`src/rtl/midi_tx_scheduler.sv`:
```
`default_nettype none
// ============================================================================
//  Module      : midi_tx_scheduler
//  Description : Arbitrates three MIDI message sources (control, live-play,
//                playback) onto a single byte-wide UART transmit stream.
//                Control has fixed top priority; live and playback share a
//                round-robin pointer. An inter-message idle gap of
//                GAP_CYCLES is inserted after every completed message.
//                Optional running-status compression is enabled by defining
//                the macro MIDI_RUNNING_STATUS_EN.
//  Revision    : 1.0 - initial release
// ============================================================================
module midi_tx_scheduler #(
    parameter int GAP_CYCLES = 16
) (
    input  logic       clk,
    input  logic       rst,
    input  logic       live_req,
    input  logic [7:0] live_status,
    input  logic [6:0] live_d1,
    input  logic [6:0] live_d2,
    input  logic       pb_req,
    input  logic [7:0] pb_status,
    input  logic [6:0] pb_d1,
    input  logic [6:0] pb_d2,
    input  logic       ctl_req,
    input  logic [7:0] ctl_status,
    input  logic [6:0] ctl_d1,
    input  logic [6:0] ctl_d2,
    output logic       live_ack,
    output logic       pb_ack,
    output logic       ctl_ack,
    output logic [7:0] tx_byte,
    output logic       tx_valid,
    input  logic       tx_ready,
    output logic [1:0] grant,
    output logic       busy,
    output logic       drop
);

    localparam logic [2:0] c_ST_IDLE        = 3'd0;
    localparam logic [2:0] c_ST_SEND_STATUS = 3'd1;
    localparam logic [2:0] c_ST_SEND_D1     = 3'd2;
    localparam logic [2:0] c_ST_SEND_D2     = 3'd3;
    localparam logic [2:0] c_ST_GAP         = 3'd4;

    localparam logic [1:0] c_GNT_NONE = 2'd0;
    localparam logic [1:0] c_GNT_CTL  = 2'd1;
    localparam logic [1:0] c_GNT_LIVE = 2'd2;
    localparam logic [1:0] c_GNT_PB   = 2'd3;

    // Counter must hold 0..GAP_CYCLES; keep at least one bit when GAP_CYCLES is 0.
    localparam int                 c_GAP_W    = (GAP_CYCLES > 1) ? $clog2(GAP_CYCLES + 1) : 1;
    localparam logic [c_GAP_W-1:0] c_GAP_LAST = c_GAP_W'(GAP_CYCLES);

    logic [2:0]         r_state;
    logic [1:0]         r_grant;
    logic               r_rr_live;
    logic [7:0]         r_status;
    logic [6:0]         r_d1;
    logic [6:0]         r_d2;
    logic [c_GAP_W-1:0] r_gap_cnt;
    logic               r_live_ack;
    logic               r_pb_ack;
    logic               r_ctl_ack;
    logic               r_drop;

    logic [1:0] w_win;
    logic [7:0] w_win_status;
    logic [6:0] w_win_d1;
    logic [6:0] w_win_d2;
    logic       w_any_req;
    logic       w_drop_now;
    logic       w_two_byte;
    logic       w_accept;
    logic       w_done;
    logic       w_rs_skip;

    // Pick the winner: control first, then live/playback by round-robin pointer.
    always_comb begin
        w_win        = c_GNT_NONE;
        w_win_status = 8'h00;
        w_win_d1     = 7'h00;
        w_win_d2     = 7'h00;
        if (ctl_req) begin
            w_win        = c_GNT_CTL;
            w_win_status = ctl_status;
            w_win_d1     = ctl_d1;
            w_win_d2     = ctl_d2;
        end else if (live_req && (!pb_req || r_rr_live)) begin
            w_win        = c_GNT_LIVE;
            w_win_status = live_status;
            w_win_d1     = live_d1;
            w_win_d2     = live_d2;
        end else if (pb_req) begin
            w_win        = c_GNT_PB;
            w_win_status = pb_status;
            w_win_d1     = pb_d1;
            w_win_d2     = pb_d2;
        end
    end

    assign w_any_req  = (w_win != c_GNT_NONE);
    assign w_drop_now = (r_state == c_ST_IDLE) && w_any_req && !w_win_status[7];
    assign w_two_byte = (r_status[7:4] == 4'hC) || (r_status[7:4] == 4'hD);
    assign w_accept   = tx_valid && tx_ready;
    assign w_done     = w_accept && (((r_state == c_ST_SEND_D1) && w_two_byte) ||
                                     (r_state == c_ST_SEND_D2));

`ifdef MIDI_RUNNING_STATUS_EN
    logic       r_rs_valid;
    logic [7:0] r_rs_status;

    assign w_rs_skip = r_rs_valid && (w_win_status == r_rs_status);

    // Remember the last status byte that actually went out on the wire.
    always_ff @(posedge clk) begin
        if (rst) begin
            r_rs_valid  <= 1'b0;
            r_rs_status <= 8'h00;
        end else if (w_drop_now) begin
            r_rs_valid <= 1'b0;
        end else if ((r_state == c_ST_SEND_STATUS) && tx_ready) begin
            r_rs_valid  <= 1'b1;
            r_rs_status <= r_status;
        end
    end
`else
    assign w_rs_skip = 1'b0;
`endif

    // Message sequencing: grant, byte transmission, then the idle gap.
    always_ff @(posedge clk) begin
        if (rst) begin
            r_state   <= c_ST_IDLE;
            r_grant   <= c_GNT_NONE;
            r_rr_live <= 1'b1;
            r_status  <= 8'h00;
            r_d1      <= 7'h00;
            r_d2      <= 7'h00;
            r_gap_cnt <= '0;
        end else begin
            case (r_state)
                c_ST_IDLE: begin
                    if (w_any_req) begin
                        r_status <= w_win_status;
                        r_d1     <= w_win_d1;
                        r_d2     <= w_win_d2;
                        if ((w_win == c_GNT_LIVE) || (w_win == c_GNT_PB)) begin
                            r_rr_live <= !r_rr_live;
                        end
                        // A malformed message is acked and dropped without leaving IDLE.
                        if (!w_drop_now) begin
                            r_grant <= w_win;
                            r_state <= w_rs_skip ? c_ST_SEND_D1 : c_ST_SEND_STATUS;
                        end
                    end
                end
                c_ST_SEND_STATUS: begin
                    if (tx_ready) r_state <= c_ST_SEND_D1;
                end
                c_ST_SEND_D1: begin
                    if (tx_ready) r_state <= w_two_byte ? c_ST_GAP : c_ST_SEND_D2;
                end
                c_ST_SEND_D2: begin
                    if (tx_ready) r_state <= c_ST_GAP;
                end
                c_ST_GAP: begin
                    // Owner stays visible through the ack cycle, then releases.
                    if (r_live_ack || r_pb_ack || r_ctl_ack) r_grant <= c_GNT_NONE;
                    if (r_gap_cnt == c_GAP_LAST) begin
                        r_state   <= c_ST_IDLE;
                        r_gap_cnt <= '0;
                    end else begin
                        r_gap_cnt <= r_gap_cnt + 1'b1;
                    end
                end
                default: r_state <= c_ST_IDLE;
            endcase
        end
    end

    // One-cycle completion and drop pulses, issued the cycle after the deciding edge.
    always_ff @(posedge clk) begin
        if (rst) begin
            r_live_ack <= 1'b0;
            r_pb_ack   <= 1'b0;
            r_ctl_ack  <= 1'b0;
            r_drop     <= 1'b0;
        end else begin
            r_live_ack <= (w_done && (r_grant == c_GNT_LIVE)) || (w_drop_now && (w_win == c_GNT_LIVE));
            r_pb_ack   <= (w_done && (r_grant == c_GNT_PB))   || (w_drop_now && (w_win == c_GNT_PB));
            r_ctl_ack  <= (w_done && (r_grant == c_GNT_CTL))  || (w_drop_now && (w_win == c_GNT_CTL));
            r_drop     <= w_drop_now;
        end
    end

    // Byte mux: data bytes carry a zero MSB on the wire.
    always_comb begin
        tx_byte = 8'h00;
        case (r_state)
            c_ST_SEND_STATUS: tx_byte = r_status;
            c_ST_SEND_D1:     tx_byte = {1'b0, r_d1};
            c_ST_SEND_D2:     tx_byte = {1'b0, r_d2};
            default:          tx_byte = 8'h00;
        endcase
    end

    assign tx_valid = (r_state == c_ST_SEND_STATUS) || (r_state == c_ST_SEND_D1) ||
                      (r_state == c_ST_SEND_D2);
    assign busy     = (r_state != c_ST_IDLE);
    assign grant    = (r_state == c_ST_IDLE) ? (rst ? c_GNT_NONE : w_win) : r_grant;
    assign live_ack = r_live_ack;
    assign pb_ack   = r_pb_ack;
    assign ctl_ack  = r_ctl_ack;
    assign drop     = r_drop;

endmodule
`default_nettype wire
```
`config.mk`:
```
export PLATFORM = sky130hd
export DESIGN_NAME = midi_tx_scheduler
export DESIGN_NICKNAME = d
export VERILOG_FILES = /design/src/rtl/midi_tx_scheduler.sv
export SDC_FILE = /design/constraint.sdc
export NUM_CORES = 1
export LEC_CHECK = 0
export BUFFER_PORTS_ARGS = -buffer_cell sky130_fd_sc_hd__buf_4
export CORE_ASPECT_RATIO = 0.7
export CORE_MARGIN = 2
export CORE_UTILIZATION = 49
export DETAILED_ROUTE_END_ITERATION = 6
export PLACE_DENSITY = 0.8
export SETUP_SLACK_MARGIN = 0.4
export SLEW_MARGIN = 25
export SYNTH_ARGS = -nofsm -noshare
export SYNTH_HDL_FRONTEND = slang
export SYNTH_SLANG_ARGS = --single-unit
```
`constraint.sdc`:
```
create_clock -name clk -period 2.2 [get_ports clk]
set_clock_uncertainty 0.05 [all_clocks]
set_input_delay 0.44 -clock clk [delete_from_list [all_inputs] [get_ports clk]]
set_output_delay 0.44 -clock clk [all_outputs]
set_load 0.02 [all_outputs]
```
==> key figures <==
Pwr
  – Pwr Density: 780 nW/um^2
  – Power after layout: 0.00267 W
  – Share of total power in the clock network: 0.181
  – Power Internal: 0.00170 W
  – Psw: 0.000967 W
  – VDD IR max: 0.727 mV
  – Power share of the combinational group: 0.498
  – Leakage Power: 1.50 nW
  – Fraction of power spent switching nets: 0.362
  – Sequential power share: 0.321

Routing
  – Highest layer used for signal routing: met4
  – Wire length per cell after detailed routing: 16.2 um
  – Met2 WL: 3110 um
  – Total met3 wirelength after detailed routing: 687 um
  – Number of design-rule violations left by the first detailed-router iteration: 161
  – Vias post-DR: 2634
  – Met1 wire length: 3530 um
  – Vias per std cell: 5.78
  – Final routed DRC violation total: 0
  – Count of antenna-violating nets left after detailed routing: 0
  – Total Routed Length: 7390 um
  – Iteration count of the initial detailed-routing pass: 7

Yosys
  – Sequential cell area fraction in the yosys report: 0.328
  – Area fraction in and, or, nand and nor cells after synthesis: 0.213
  – Compound-Gate Fraction of Synth Area: 0.330
  – Netlist area before placement: 2260 um^2
  – Cell count after synthesis: 307
  – Proportion of synthesized flip-flops having asynchronous set or reset: 0
  – Number of warning messages in the yosys log: 0
  – Commonest cells post-synth: nand2_1 (49), dfxtp_1 (37), a21oi_1 (29), a31oi_1 (24)
  – Leading post-synthesis cells by cell area: dfxtp_1 (33%), a22o_1 (8.5%), nand2_1 (8.1%)
  – Number of enable-type register cells in the synthesized netlist: 0
  – Synthesized net count: 381
  – Synth area leader: dfxtp_1
  – Mean instance size in the synthesized netlist: 7.36 um^2
  – FF+latch count, synth: 37
  – Largest family of logic cells by synthesized area: compound AO/OA/AOI/OAI gates
  – Fraction of the mapped netlist area in adder cells: 0.0111
  – Share of the synthesized netlist area taken by xor and xnor gates: 0.0116
  – Netlist cell types: 39
  – Leading cell type by number of instances after synthesis: nand2_1
  – Mux cell area share after synthesis: 0.0399
  – Most used flip-flop cell after synthesis: dfxtp_1
  – Fraction of post-synthesis cell area in the top cell type by area: 0.328

Global route
  – Total routing resource utilization after global routing: 0.271
  – Number of global-route vias before repair: 2160
  – Pin count of the biggest net entering global routing: 44
  – Antenna violations before repair: 0
  – Leftover overflow at the end of global routing: 0
  – First-pass GRT wire length: 10700 um

Worst setup path
  – Crit path arrival time: 1.54 ns
  – Cell with the biggest individual delay on the critical path: or3_4
  – Largest driver fanout on the critical path: 4
  – Buffers & Inverters on Critical Path: 2
  – Kind of cell adding the most delay to the critical path: simple AND/OR/NAND/NOR gates
  – Chain of cells forming the critical path: or3_4 > buf_6 > nand2_4 > o21ai_4 > buf_6
  – Required time worst endpoint: 1.71 ns
  – CP Class: register to primary output
  – Crit. End Element: primary output
  – Cell with the most instances on the worst path: buf_6
  – Peak per-stage delay on the critical path: 0.45 ns
  – CP startpoint kind: register

Job
  – # Max-Cap Violations: 0

Clock network
  – TritonCTS clock tree: yes
  – Hold buffer count at cts: 0
  – Worst-Skew Late Latency: 0.30 ns
  – Clock transition at path regs: 0.07 ns
  – Number of buffers inserted during clock tree synthesis: 5
  – Count of H-tree levels built during CTS: 2
  – CTS sink cnt: 37
  – Clock buffer depth: 2
  – Buffer type at the clock tree root: clkbuf_8

Floorplanning
  – Effective utilization at floorplan: 0.516
  – Die Span X: 85.1 um
  – Number of rows created at floorplan: 20
  – Height of the die: 60.8 um
  – Die ar.: 5180 um^2
  – CORE AREA: 4380 um^2
  – Num ports: 88

STA
  – Max-slew headroom at the worst pin: 0.664
  – Hold violation count in the final report: 0
  – Share of the clock period used by the worst path: 0.925
  – Timing-limited maximum frequency: 491 MHz
  – RSZ-0062 raised after global routing: yes
  – Post-layout minimum cycle time: 2.03 ns
  – Finish-stage setup viols: 0
  – Slew at the pin closest to its max-slew limit: 0.502 ns
  – Total Negative Setup Slacks: 0 ns
  – Max Slew Vio Count: 0

Finish
  – Post-synthesis to final-layout area growth: 51.6%
  – Count of fill cells added during filler insertion: 305
  – Number of inserted diodes: 0
  – Net total in the final layout: 475
  – Final cell utilization of the core: 0.782
  – Fraction of final layout cells sized beyond drive strength 1: 0.404

Outcome
  – Result of the run: finished, final reports clean

Placed design
  – Number of buffers inserted by port buffering: 87
  – Placer Congestion: 0.855
  – Detailed placer's ending HPWL: 5060 um

Min path
  – Path category of the worst min-delay check: primary input to register
-- cells in the final DEF (no fill, tap or decap), types with 2 or more instances in the layout --
cell / netlist / routed
a21o_1: 2 / 2
xor2_1: 2 / 2
mux2_4: 0 / 2
nand2_1: 49 / 47
nor2_4: 0 / 5
nor3_2: 2 / 4
a32o_1: 2 / 2
o21ai_0: 23 / 22
nor2_1: 23 / 18
inv_1: 6 / 5
nand4_1: 2 / 2
a22o_1: 22 / 22
nor3_1: 8 / 5
clkbuf_8: 0 / 6
a21oi_1: 29 / 28
nand3_1: 4 / 4
nand2b_1: 3 / 3
dfxtp_1: 37 / 35
o211ai_1: 4 / 4
a31oi_1: 24 / 24
buf_4: 0 / 100
a22oi_2: 0 / 5
buf_6: 0 / 17
mux2_2: 8 / 6
ha_1: 2 / 2
-- cell families (layout without fill, tap and decap cells) --
group                    count (synthesis)  after routing
multiplexers                             8              8
AO/OA/AOI/OAI                          116            116
buffers and inverters                   37            131
adder cells (fa/ha/maj)                  2              2
XOR/XNOR                                 3              3
AND/OR/NAND/NOR                        104            104
flip-flops                              37             37
-- state kept, by name, indices dropped and copies added (netlist names) --
| signal | cells |
|---|---|
| r_gap_cnt | 5 |
| r_rr_live | 1 |
| r_state | 3 |
| r_d2 | 7 |
| ctl_ack | 1 |
| drop | 1 |
| r_d1 | 7 |
| r_grant | 2 |
| live_ack | 1 |
| pb_ack | 1 |
| r_status | 8 |
-- power by group through the flow --
stage / combinational [W] / sequential [W] / clock (W)
CTS: 0.00110 / 0.000847 / 0.000482
global route: 0.00141 / 0.000866 / 0.000508
detailed placement: 0.000887 / 0.000855 / 0
global placement: 0.000874 / 0.000854 / 0
finish: 0.00133 / 0.000857 / 0.000484
floorplan: 0.000604 / 0.000837 / 0
-- worst paths after layout --
kind,start,end,slack (ns),depth (start not counted)
setup reg to reg,r_state[1]$_SDFFE_PP0P_,live_ack$_SDFF_PP0_,0.30,7
setup / recovery,r_state[1]$_SDFFE_PP0P_,grant[0],0.17,5
hold / removal,live_req,live_ack$_SDFF_PP0_,0.41,2
hold reg to reg,r_status[2]$_SDFFE_PP0P_,r_status[2]$_SDFFE_PP0P_,0.44,1
-- routing by layer --
layer / vias up / global-route usage
met5: - / 0
met4: 0 / 0.0658
met3: 8 / 0.0952
met2: 113 / 0.369
met1: 1206 / 0.406
li1: 1307 / -
-- cell type report --
class | count | area, um^2 | area share
Clock buffer | 7 | 86.3 | 0.0252
Inverter | 6 | 26.3 | 0.00768
Tap cell | 55 | 68.8 | 0.0201
Multi-Input combinational cell | 233 | 1530 | 0.448
Sequential cell | 37 | 746 | 0.218
Timing Repair Buffer | 118 | 962 | 0.281
-- metrics by stage --
stage | std cells | instance area [um^2] | setup slack, ns | hold slack, ns
after global routing | 456 | 3420 | 0.105 | 0.412
final | 456 | 3420 | 0.165 | 0.411
after floorplan | 307 | 2290 | 0.306 | 0.393
after CTS | 446 | 3220 | 0.187 | 0.406
after global placement | 427 | 2950 | 0.272 | 0.407
after detailed placement | 427 | 2950 | 0.251 | 0.412
-- repair_timing --
action | CTS | global route
setup endpoints to repair | 16 | 42
setup buffers | 12 | 7
hold endpoints to repair | 0 | 0
gates cloned | 0 | 3
pin swaps | 9 | 24
resized for setup | 25 | 32
(Power assumes the default switching activity.)
